===== src/rtl/uart_tx_ctrl.sv =====
// uart_tx_ctrl: tick-driven UART transmit sequencer (start, LSB-first data, stop).
// Define UART_TX_PARITY_EN to insert a parity bit (even, or odd with PARITY_ODD=1).
`default_nettype none
`timescale 1ns/1ps

module uart_tx_ctrl #(
   parameter int DATA_BITS    = 8,
   parameter int OVERSAMPLING = 16,
   parameter int STOP_TICKS   = 16,
   parameter int PARITY_ODD   = 0
) (
   input  logic                 i_clk,
   input  logic                 i_reset,
   input  logic                 i_tick,
   input  logic                 i_tx_start,
   input  logic [DATA_BITS-1:0] i_data,
   output logic                 o_tx,
   output logic                 o_busy,
   output logic                 o_tx_done
);

   localparam int TICK_MAX = (OVERSAMPLING > STOP_TICKS) ? OVERSAMPLING : STOP_TICKS;
   localparam int TW       = (TICK_MAX > 1) ? $clog2(TICK_MAX) : 1;
   localparam int BW       = (DATA_BITS > 1) ? $clog2(DATA_BITS) : 1;

   localparam logic [TW-1:0] C_BIT_LAST  = TW'(OVERSAMPLING - 1);
   localparam logic [TW-1:0] C_STOP_LAST = TW'(STOP_TICKS - 1);
   localparam logic [BW-1:0] C_DATA_LAST = BW'(DATA_BITS - 1);

`ifdef UART_TX_PARITY_EN
   typedef enum logic [2:0] {
      S_IDLE   = 3'd0,
      S_START  = 3'd1,
      S_DATA   = 3'd2,
      S_PARITY = 3'd3,
      S_STOP   = 3'd4
   } state_t;
`else
   typedef enum logic [1:0] {
      S_IDLE  = 2'd0,
      S_START = 2'd1,
      S_DATA  = 2'd2,
      S_STOP  = 2'd3
   } state_t;
`endif

   state_t                 state_q, state_d;
   logic [TW-1:0]          tick_q, tick_d;
   logic [BW-1:0]          bit_q, bit_d;
   logic [DATA_BITS-1:0]   shift_q, shift_d;
   logic                   tx_q, tx_d;
   logic                   busy_q, busy_d;
   logic                   done_q, done_d;
`ifdef UART_TX_PARITY_EN
   logic                   par_q, par_d;
`endif

   always_ff @(posedge i_clk or negedge i_reset) begin
      if (!i_reset) begin
         state_q <= S_IDLE;
         tick_q  <= '0;
         bit_q   <= '0;
         shift_q <= '0;
         tx_q    <= 1'b1;
         busy_q  <= 1'b0;
         done_q  <= 1'b0;
`ifdef UART_TX_PARITY_EN
         par_q   <= 1'b0;
`endif
      end else begin
         state_q <= state_d;
         tick_q  <= tick_d;
         bit_q   <= bit_d;
         shift_q <= shift_d;
         tx_q    <= tx_d;
         busy_q  <= busy_d;
         done_q  <= done_d;
`ifdef UART_TX_PARITY_EN
         par_q   <= par_d;
`endif
      end
   end

   always_comb begin
      state_d = state_q;
      tick_d  = tick_q;
      bit_d   = bit_q;
      shift_d = shift_q;
      done_d  = 1'b0;
`ifdef UART_TX_PARITY_EN
      par_d   = par_q;
`endif
      case (state_q)
         S_IDLE: begin
            // A tick coinciding with the accepted start is deliberately not counted.
            if (i_tx_start) begin
               shift_d = i_data;
               tick_d  = '0;
               state_d = S_START;
`ifdef UART_TX_PARITY_EN
               par_d   = (^i_data) ^ (PARITY_ODD != 0);
`endif
            end
         end
         S_START: begin
            if (i_tick) begin
               if (tick_q == C_BIT_LAST) begin
                  tick_d  = '0;
                  bit_d   = '0;
                  state_d = S_DATA;
               end else begin
                  tick_d = tick_q + 1'b1;
               end
            end
         end
         S_DATA: begin
            if (i_tick) begin
               if (tick_q == C_BIT_LAST) begin
                  tick_d  = '0;
                  shift_d = shift_q >> 1;
                  if (bit_q == C_DATA_LAST) begin
`ifdef UART_TX_PARITY_EN
                     state_d = S_PARITY;
`else
                     state_d = S_STOP;
`endif
                  end else begin
                     bit_d = bit_q + 1'b1;
                  end
               end else begin
                  tick_d = tick_q + 1'b1;
               end
            end
         end
`ifdef UART_TX_PARITY_EN
         S_PARITY: begin
            if (i_tick) begin
               if (tick_q == C_BIT_LAST) begin
                  tick_d  = '0;
                  state_d = S_STOP;
               end else begin
                  tick_d = tick_q + 1'b1;
               end
            end
         end
`endif
         S_STOP: begin
            if (i_tick) begin
               if (tick_q == C_STOP_LAST) begin
                  tick_d  = '0;
                  state_d = S_IDLE;
                  done_d  = 1'b1;
               end else begin
                  tick_d = tick_q + 1'b1;
               end
            end
         end
         default: state_d = S_IDLE;
      endcase

      // Outputs are registered, so they are decoded from the next state.
      case (state_d)
         S_START:  tx_d = 1'b0;
         S_DATA:   tx_d = shift_d[0];
`ifdef UART_TX_PARITY_EN
         S_PARITY: tx_d = par_d;
`endif
         default:  tx_d = 1'b1;
      endcase
      busy_d = (state_d != S_IDLE);
   end

   assign o_tx      = tx_q;
   assign o_busy    = busy_q;
   assign o_tx_done = done_q;

endmodule

`default_nettype wire


===== config.mk =====
export PLATFORM = sky130hd
export DESIGN_NAME = uart_tx_ctrl
export DESIGN_NICKNAME = d
export VERILOG_FILES = /design/src/rtl/uart_tx_ctrl.sv
export SDC_FILE = /design/constraint.sdc
export NUM_CORES = 1
export LEC_CHECK = 0
export ABC_AREA = 1
export CORE_MARGIN = 5
export CORE_UTILIZATION = 35
export CTS_CLUSTER_DIAMETER = 80
export DETAILED_ROUTE_END_ITERATION = 6
export SETUP_SLACK_MARGIN = 0.5
export SYNTH_ARGS = -nofsm -noshare
export SYNTH_HDL_FRONTEND = slang
export SYNTH_SLANG_ARGS = --single-unit

===== constraint.sdc =====
create_clock -name i_clk -period 2.8 [get_ports i_clk]
set_input_delay 0.56 -clock i_clk [delete_from_list [all_inputs] [get_ports i_clk]]
set_output_delay 0.56 -clock i_clk [all_outputs]
set_load 0.05 [all_outputs]

==> out/results.txt <==
number of buffers inserted during clock tree synthesis: 3
Synthesized Nets: 134
slowest cell on the critical path: clkdlybuf4s50_1
compound-gate portion of the synthesized area: 10.5%
Final period util: 77.5%
Total GRT Usage: 10.2%
Floorplan Core Area: 0.00278 mm^2
critical path's top delay family: buffers and inverters
sequential element share of the synthesized area: 48.8%
Maximum Capacitance Violations: 0
Max Transition Viols Final: 0
Clock Sink Count: 20
RSZ-0062 raised after global routing: false
hold buffer count at CTS: 0
critical path fanouts, max: 1
Clock H-tree levels: 1
adder-cell share of the synthesized area: 3.65%
relative contribution of the clock network to total power: 15.9%
simple-gate share of the synthesized area: 31.8%
R2R Path End: bit_q[0]$_DFFE_PN0P_
nets: 154
multiplexer area fraction after synthesis: 0%
starting density of the core: 37.0%
DRC Markers: 0
achievable frequency: 461 MHz
overall die width: 64.2 um
maximum buffer depth of the clock tree: 2
startpoint of the worst register-to-register path: tick_q[0]$_DFFE_PN0P_
Worst Path Class, Setup: reg -> out
Register-to-Register Path Depth: 8
total standard cell area after synthesis: 0.00103 mm^2
longest individual stage delay on the worst path: 790 ps
HPWL after DPL: 1520 um
run status: completed
Pint: 624 uW
die area: 0.00412 mm^2
accumulated negative setup slack: 0 ps
quantity of I/O buffers inserted on ports: 14
average cell area after synthesis: 8.64 um^2
number of buffers and inverters on the critical path: 1
share of cells above drive strength 1: 15.9%
required time at the endpoint of the critical path: 2240 ps
vias per cell: 4.80
Startpoint Class: register
number of global-route vias before repair: 823
Crit. End Element: primary output
first-pass detailed-route iteration total: 4
largest net degree at the start of global routing: 21
clock root buffer master: clkbuf_4
remaining global-route overflow: 0
register-to-register setup slack: 1330 ps
critical path capture point: o_tx
smallest hold slack: 484 ps
fillers: 284
total detailed-routing wirelength: 1900 um
Final Hold Fails: 0
switching part of the total power: 39.4%
headroom to the max-slew limit: 67.2%
initial antenna violation count: 0
proportion of power drawn by flip-flops and latches: 46.4%
count of different cell masters after synthesis: 23
Post CTS Setup Buffer Count: 0
post-route clock skew: 1.99 ps
Leak: 0.642 nW
clock tree from TritonCTS: done
post-detailed-route count of antenna-violating nets: 0
detailed-route wire length per cell: 11.3 um
launch point of the critical path: o_tx$_DFF_PN1_
post-synthesis to final-layout area growth: 21.7%
power density relative to cell area: 823 mW/mm^2
Setup-failing EPs final: 0
switching pwr: 406 uW
worst-skew pair later-pin latency: 290 ps
combinational family with the most area after synthesis: simple AND/OR/NAND/NOR gates
classification of the worst-slack hold path: reg -> reg
WP depth: 1
number of placed I/O pins: 15
placement row count: 19
Ant. Diodes: 0
last weighted congestion value of the routability-driven placer: 0.855
data arrival time of the worst path: 1610 ps
minimum period implied by the final worst setup slack: 2170 ps
first-pass GRT wire length: 3400 um
Post-Synth XOR/XNOR Area: 0%
Resized Gates After CTS: 0
y dimension of the die: 64.2 um
clock slew seen by the registers of the worst setup and hold paths: 110 ps
number of standard cells after synthesis: 119
number of vias after detailed routing: 811
Gate power share: 37.7%
Syn. warnings: 0
Yosys reg bits: 20
maximum vdd drop: 0.489 mV
ordered list of cells on the worst path: clkdlybuf4s50_1
Slew @ Worst Pin: 491 ps
violation count after the first detailed-route iteration: 24
## cell usage in the layout (no fill, tap or decap), types with 2 or more instances in the layout
cell and n:
inv_2 3, nand2_2 4, ha_1 3, nand3_1 7, a22oi_1 6, a21oi_1 2
nor2_1 10, nand4_1 2, nand2_1 39, dfrtp_1 19, clkdlybuf4s50_1 14, nor2_4 2
inv_1 10, o21ai_0 2, clkbuf_4 3
## synthesized netlist by cell type (all sizes together)
| cell type | instances | area (um^2) |
|---|---|---|
| a22oi | 6 | 45.0 |
| o22ai | 2 | 26.3 |
| inv | 14 | 55.1 |
| ha | 3 | 37.5 |
| nand2 | 44 | 183 |
| dfstp | 1 | 26.3 |
| dfrtp | 19 | 475 |
| a21oi | 2 | 10.0 |
| o211ai | 1 | 7.51 |
| nand4 | 2 | 12.5 |
| nand3 | 8 | 45.0 |
| nor2 | 14 | 86.3 |
| o21ai | 3 | 18.8 |
## sequential cells by signal (all words and copies together) (netlist names)
| name | cells |
|---|---|
| tick_q | 4 |
| o_tx_done | 1 |
| shift_q | 8 |
| state_q | 2 |
| o_busy | 1 |
| bit_q | 3 |
| o_tx | 1 |
## worst min path at each step
stage                                 from                      to  cells after the start
floorplan                          i_reset    bit_q[0]$_DFFE_PN0P_                      0
global placement    shift_q[7]$_DFFE_PN0P_  shift_q[7]$_DFFE_PN0P_                      2
detailed placement  shift_q[7]$_DFFE_PN0P_  shift_q[7]$_DFFE_PN0P_                      2
CTS                 shift_q[7]$_DFFE_PN0P_  shift_q[7]$_DFFE_PN0P_                      2
global route        shift_q[7]$_DFFE_PN0P_  shift_q[7]$_DFFE_PN0P_                      2
finish              shift_q[7]$_DFFE_PN0P_  shift_q[7]$_DFFE_PN0P_                      2
## cell families (layout without fill, tap and decap cells)
kind of cell    count (synthesis)  count (layout)
buf+inv                        14              33
simple gates                   68              68
fa+ha+maj                       3               3
flops                          20              20
compound gates                 14              14
## per-layer routing
layer | vias to the layer above | global-route usage [%] | part of all wire, %
met5 | - | 0 | 0
met4 | 0 | 2.54 | 1.0
met3 | 2 | 4.73 | 4.7
met2 | 11 | 15.8 | 49
met1 | 374 | 12.9 | 45
li1 | 424 | - | -
## worst min-delay path: stages (launching register included)
cell and delay (ps):
dfrtp_1 360, nand2_1 50, nand2_1 50
## power by group through the flow
stage,clock (mW),sequential [mW],combinational [mW]
after floorplan,0,0.520,0.242
final,0.164,0.478,0.388
after CTS,0.171,0.478,0.395
after global routing,0.184,0.497,0.435
after global placement,0,0.479,0.378
after detailed placement,0,0.482,0.397
## metrics by stage
step / setup slack, ps / utilization [%] / total power, mW / cell area, um^2 / cells
after floorplan: 1460 / - / 0.762 / 1030 / 119
after global placement: 928 / 43.7 / 0.858 / 1210 / 165
after detailed placement: 893 / 43.7 / 0.878 / 1210 / 165
after CTS: 612 / 45.0 / 1.04 / 1250 / 169
after global routing: 578 / 45.0 / 1.12 / 1250 / 169
final: 631 / 45.0 / 1.03 / 1250 / 169
## layout make-up
| type | instances | area, um^2 | share of cell area (%) |
|---|---|---|---|
| well taps | 31 | 38.8 | 3.10 |
| inverters | 14 | 55.1 | 4.40 |
| multi-input cells | 85 | 472 | 37.7 |
| clock buffers | 4 | 36.3 | 2.90 |
| repair buffers | 15 | 148 | 11.8 |
| flip-flops and latches | 20 | 502 | 40.1 |
Power figures use the tool's default switching activity.
